===== config.mk =====
export PLATFORM = sky130hd
export DESIGN_NAME = param_alu
export DESIGN_NICKNAME = d
export VERILOG_FILES = /design/src/rtl/param_alu.sv
export SDC_FILE = /design/constraint.sdc
export NUM_CORES = 1
export LEC_CHECK = 0
export CORE_ASPECT_RATIO = 1.25
export CORE_UTILIZATION = 40
export DETAILED_ROUTE_END_ITERATION = 16
export PLACE_DENSITY_LB_ADDON = 0.08
export RECOVER_POWER = 50
export SLEW_MARGIN = 10
export SYNTH_ARGS = -nofsm -noshare
export SYNTH_HDL_FRONTEND = slang
export SYNTH_SLANG_ARGS = --single-unit

===== constraint.sdc =====
create_clock -name clk -period 2.7 [get_ports clk]
set_input_delay 0.81 -clock clk [delete_from_list [all_inputs] [get_ports clk]]
set_output_delay 0.81 -clock clk [all_outputs]
set_load 0.005 [all_outputs]

===== src/rtl/param_alu.sv =====
// Parametrised ALU with a start/done handshake: single-cycle logic/ADD/SUB,
// plus an iterative shift-add multiplier that takes WIDTH cycles.
module param_alu #(
    parameter int WIDTH = 8
) (
    input  logic                 clk,
    input  logic                 reset,
    input  logic [WIDTH-1:0]     A,
    input  logic [WIDTH-1:0]     B,
    input  logic [2:0]           op,
    input  logic                 start,
    output logic                 done,
    output logic [2*WIDTH-1:0]   result,
    output logic                 busy,
    output logic                 err
);
    localparam int RW = 2 * WIDTH;
    localparam int CW = $clog2(WIDTH);

    localparam logic [2:0] OP_NOP = 3'b000;
    localparam logic [2:0] OP_ADD = 3'b001;
    localparam logic [2:0] OP_AND = 3'b010;
    localparam logic [2:0] OP_XOR = 3'b011;
    localparam logic [2:0] OP_MUL = 3'b100;
    localparam logic [2:0] OP_SUB = 3'b101;

    typedef enum logic [1:0] {
        S_IDLE,
        S_EXEC,
        S_MUL
    } state_t;

    state_t           r_state;
    state_t           w_next;
    logic [WIDTH-1:0] r_a;
    logic [WIDTH-1:0] r_b;
    logic [2:0]       r_op;
    logic [CW-1:0]    r_cnt;
    logic [RW-1:0]    r_acc;
    logic [RW-1:0]    r_mcand;
    logic [RW-1:0]    w_acc_next;
    logic [RW-1:0]    w_exec_res;
    logic             w_exec_err;
    logic [WIDTH:0]   w_sum;
    logic [WIDTH:0]   w_diff;
    logic             w_last;

    assign w_last = (r_cnt == CW'(WIDTH - 1));

    always_ff @(posedge clk or posedge reset) begin
        if (reset) r_state <= S_IDLE;
        else       r_state <= w_next;
    end

    always_comb begin
        w_next = r_state;
        unique case (r_state)
            S_IDLE: if (start) w_next = (op == OP_MUL) ? S_MUL : S_EXEC;
            S_EXEC: w_next = S_IDLE;
            S_MUL:  if (w_last) w_next = S_IDLE;
            default: w_next = S_IDLE;
        endcase
    end

    assign w_sum  = {1'b0, r_a} + {1'b0, r_b};
    assign w_diff = {1'b0, r_a} - {1'b0, r_b};

    always_comb begin
        w_exec_res = result;
        w_exec_err = 1'b0;
        unique case (r_op)
            OP_NOP: w_exec_res = result;
            OP_ADD: w_exec_res = {{(WIDTH-1){1'b0}}, w_sum};
            OP_AND: w_exec_res = {{WIDTH{1'b0}}, r_a & r_b};
            OP_XOR: w_exec_res = {{WIDTH{1'b0}}, r_a ^ r_b};
            OP_SUB: w_exec_res = {{(WIDTH-1){w_diff[WIDTH]}}, w_diff};
            default: begin
                w_exec_res = '0;
                w_exec_err = 1'b1;
            end
        endcase
    end

    // Multiplier bits are consumed LSB first from r_b while r_mcand shifts up.
    assign w_acc_next = r_acc + (r_b[0] ? r_mcand : '0);

    always_ff @(posedge clk or posedge reset) begin
        if (reset) begin
            r_a     <= '0;
            r_b     <= '0;
            r_op    <= '0;
            r_cnt   <= '0;
            r_acc   <= '0;
            r_mcand <= '0;
            result  <= '0;
            done    <= 1'b0;
            busy    <= 1'b0;
            err     <= 1'b0;
        end else begin
            done <= 1'b0;
            unique case (r_state)
                S_IDLE: begin
                    if (start) begin
                        r_a     <= A;
                        r_b     <= B;
                        r_op    <= op;
                        r_cnt   <= '0;
                        r_acc   <= '0;
                        r_mcand <= {{WIDTH{1'b0}}, A};
                        busy    <= 1'b1;
                    end
                end
                S_EXEC: begin
                    result <= w_exec_res;
                    err    <= w_exec_err;
                    done   <= 1'b1;
                    busy   <= 1'b0;
                end
                S_MUL: begin
                    r_acc   <= w_acc_next;
                    r_mcand <= r_mcand << 1;
                    r_b     <= r_b >> 1;
                    r_cnt   <= r_cnt + 1'b1;
                    if (w_last) begin
                        result <= w_acc_next;
                        err    <= 1'b0;
                        done   <= 1'b1;
                        busy   <= 1'b0;
                        r_cnt  <= '0;
                    end
                end
                default: begin
                    busy <= 1'b0;
                end
            endcase
        end
    end
endmodule


==> flow_metrics.py <==
metrics = {
    "clock_network": {
        "cts_tree": "done",
        "cts_buffers": 9,
        "post-cts-setup-buffer-count": 0,
        "cts_root_buf": "clkbuf_16",
        "clock-sinks": 75,
        "clockBufferDepth": 2,
        "clk-insertion-delay-late_ns": 0.34,
        "htreeDepth": 3,
        "path_clk_slew_ns": 0.06,
        "cts_hold_buf": 0,
    },
    "drt": {
        "firstDrtPassIters": 4,
        "drt_wl_total_mm": 13.4,
        "vias_per_cell": 5.56,
        "drcViolationCount": 0,
        "drt_iter0_drc": 162,
        "via_count": 4138,
        "drt-wirelength-per-cell_um": 18.1,
        "ant_nets": 0,
    },
    "worst_setup_path": {
        "path_max_fanout": 18,
        "cp.required_ns": 2.95,
        "critPathLaunchType": "register",
        "crit_type": "reg2reg",
        "end_kind": "register",
        "critPathArrivalTime_ns": 2.81,
    },
    "synth": {
        "ys.flop_type": "dfrtp_1",
        "synth-edff-count": 0,
        "synth_warnings": 0,
        "yosysSeqAreaShare_pct": 37.5,
        "ys_top_cells_by_count": "dfrtp_1 (75), nand2_1 (64), o21ai_0 (40)",
        "syn-cell-area_um2": 5000,
        "synth_largest_area_cell": "dfrtp_1",
        "synth.distinct_cells": 63,
        "netlist_instances": 535,
        "synth_seq_cells": 75,
        "synth.top_cell.area_share_pct": 37.5,
        "synth_fp_nets": 597,
        "ys_top_cells_by_area": "dfrtp_1 (38%), ha_1 (9.3%), nand2_1 (4.8%)",
        "async_reset_ff_share_pct": 100,
        "avgSynthCellArea_um2": 9.35,
        "synthMostInstantiatedCell": "dfrtp_1",
    },
    "placement": {
        "dp_hpwl_mm": 10.0,
        "gp_congestion": 0.849,
        "placed_cell_area_um2": 5660,
        "io_buffers": 40,
        "pre_cts_slack_ns": 0.00902,
        "dp_cells": 728,
    },
    "cells_and_area": {
        "drive_gt1_share_pct": 11.4,
        "nFillCells": 1239,
        "utilization_pct": 49.1,
        "seq_area_um2": 1880,
        "diodes": 0,
        "finalNonFillerCells": 744,
        "multi_input_area_um2": 2930,
        "finish.instance_area_um2": 5970,
        "area_delta_synth_final_pct": 19.3,
        "finalNetCount": 637,
    },
    "pwr": {
        "p_per_area_nw_per_um2": 897,
        "total_power_mw": 5.35,
        "leakagePower_nw": 2.59,
        "ir_drop_mv": 0.480,
    },
    "sta": {
        "whs_ns": 0.486,
        "slew_viol_final": 0,
        "min_period_over_period_pct": 94.7,
        "setup_tns_ns": 0,
        "hold_viol": 0,
        "setup_ws_ns": 0.143,
        "skew_ns": 0.00522,
        "setup_violations": 0,
        "fin_crit_ns": 2.56,
        "slew_headroom_pct": 44.1,
        "tightest_slew_ns": 0.833,
        "fmax_ghz": 0.391,
        "rsz0062_at_grt": "false",
    },
    "global_route": {
        "grt_start_max_net_pins": 70,
        "antenna_found_initial": 0,
        "grt_pass1_wl_mm": 22.3,
        "grt_usage_pct": 22.6,
        "globalRoute.totalOverflow": 0,
        "grt_pass1_vias": 4205,
    },
    "floorplanning": {
        "core-area_um2": 12200,
        "die_x_um": 102,
        "fp.dieArea_um2": 13000,
        "num_rows": 45,
        "top_level_ports": 41,
        "initial_utilization_pct": 41.1,
        "die_y_um": 127,
    },
    "outcome": {
        "run_status": "finished, final reports clean",
    },
    "job": {
        "cap_violations": 0,
    },
    "hold_path": {
        "min-delay-path-class": "reg2reg",
    },
}
cells in the final DEF (no fill, tap or decap), types with 3 or more instances in the layout:
master,synthesis,final
a31oi_1,9,9
o22ai_1,5,5
inv_1,28,27
a22o_1,15,15
a21o_1,6,6
dfrtp_1,75,74
o211ai_1,9,9
o21ai_0,40,39
clkbuf_16,0,9
dlygate4sd3_1,0,3
nor2b_1,8,8
nor2_1,22,22
xnor2_1,13,13
or3_1,3,3
nand2b_1,6,6
nand3_1,8,8
mux2i_1,20,20
a211oi_1,4,4
o2111ai_1,3,3
xor2_1,6,6
ha_1,37,36
nand2_1,64,64
nor3_1,3,3
nor4_1,3,3
a21oi_1,27,24
and2_1,16,16
clkdlybuf4s50_1,0,37
buf_4,1,15
o31ai_1,8,8
o221ai_1,9,9
a21oi_2,1,4
o21a_1,3,3
mux2_2,15,15
or4b_1,4,4
layer usage:
layer | up-vias | wire length (um) | GRT usage [%]
li1 | 2018 | - | -
met1 | 2019 | 5580 | 26.7
met2 | 81 | 7200 | 40.9
met3 | 20 | 343 | 2.74
met4 | 0 | 306 | 9.41
met5 | - | 0 | 0
final cells by class:
class,count,share of cell area (%)
clock buffers,11,4.07
well taps,164,3.44
inverters,29,1.85
flip-flops and latches,75,31.5
repair buffers,58,9.12
multi-input cells,402,49.0
clock inverters,5,1.01
flip-flops by register name (all words and copies together) (netlist names):
name and cells:
busy 1, r_op 3, r_cnt 3, err 1, r_b 8, result 16
r_acc 16, r_state 2, r_mcand 16, done 1, r_a 8
where the power goes:
group | total [mW] | switching, mW | internal [mW]
clock network | 1.22 | 0.479 | 0.744
logic | 2.41 | 1.28 | 1.12
registers | 1.72 | 0.312 | 1.41
total | 5.35 | 2.08 | 3.27
path summary, 6_finish.rpt:
check | cells past startpoint | start | slack, ns | end
min | 2 | result[0] | 0.49 | result[0]
max | 8 | r_b[0] | 0.14 | result[15]
max in group asynchronous | 3 | reset | 0.31 | r_b[0]
min in group asynchronous | 2 | reset | 1.04 | busy
max reg2reg | 8 | r_b[0] | 0.14 | result[15]
min reg2reg | 2 | result[0] | 0.49 | result[0]
kinds of logic (layout without fill, tap and decap cells):
kind of cell,Yosys count,in the layout,synth area share [%]
DFF,75,75,37.5
and+or+nand+nor,150,150,14.9
AOI/OAI and AO/OA,158,158,21.8
buffers and inverters,58,103,4.68
muxes,35,35,7.38
adders and majority gates,40,40,10.5
xor gates and xnor gates,19,19,3.33
worst max-delay path: stages (launching register included):
cell	delay, ns
dfrtp_2	0.51
and2_1	0.19
ha_1	0.34
o211ai_1	0.27
o211ai_2	0.14
a21o_1	0.22
a221oi_4	0.25
or4b_1	0.47
o221ai_1	0.08
repair_timing:
action                                  CTS  global route
resized for setup                         1             9
endpoints found under the setup margin    1             8
endpoints found under the hold margin     0             0
pin swaps                                 0             0
Note: power is estimated with default switching activity, not from simulation.
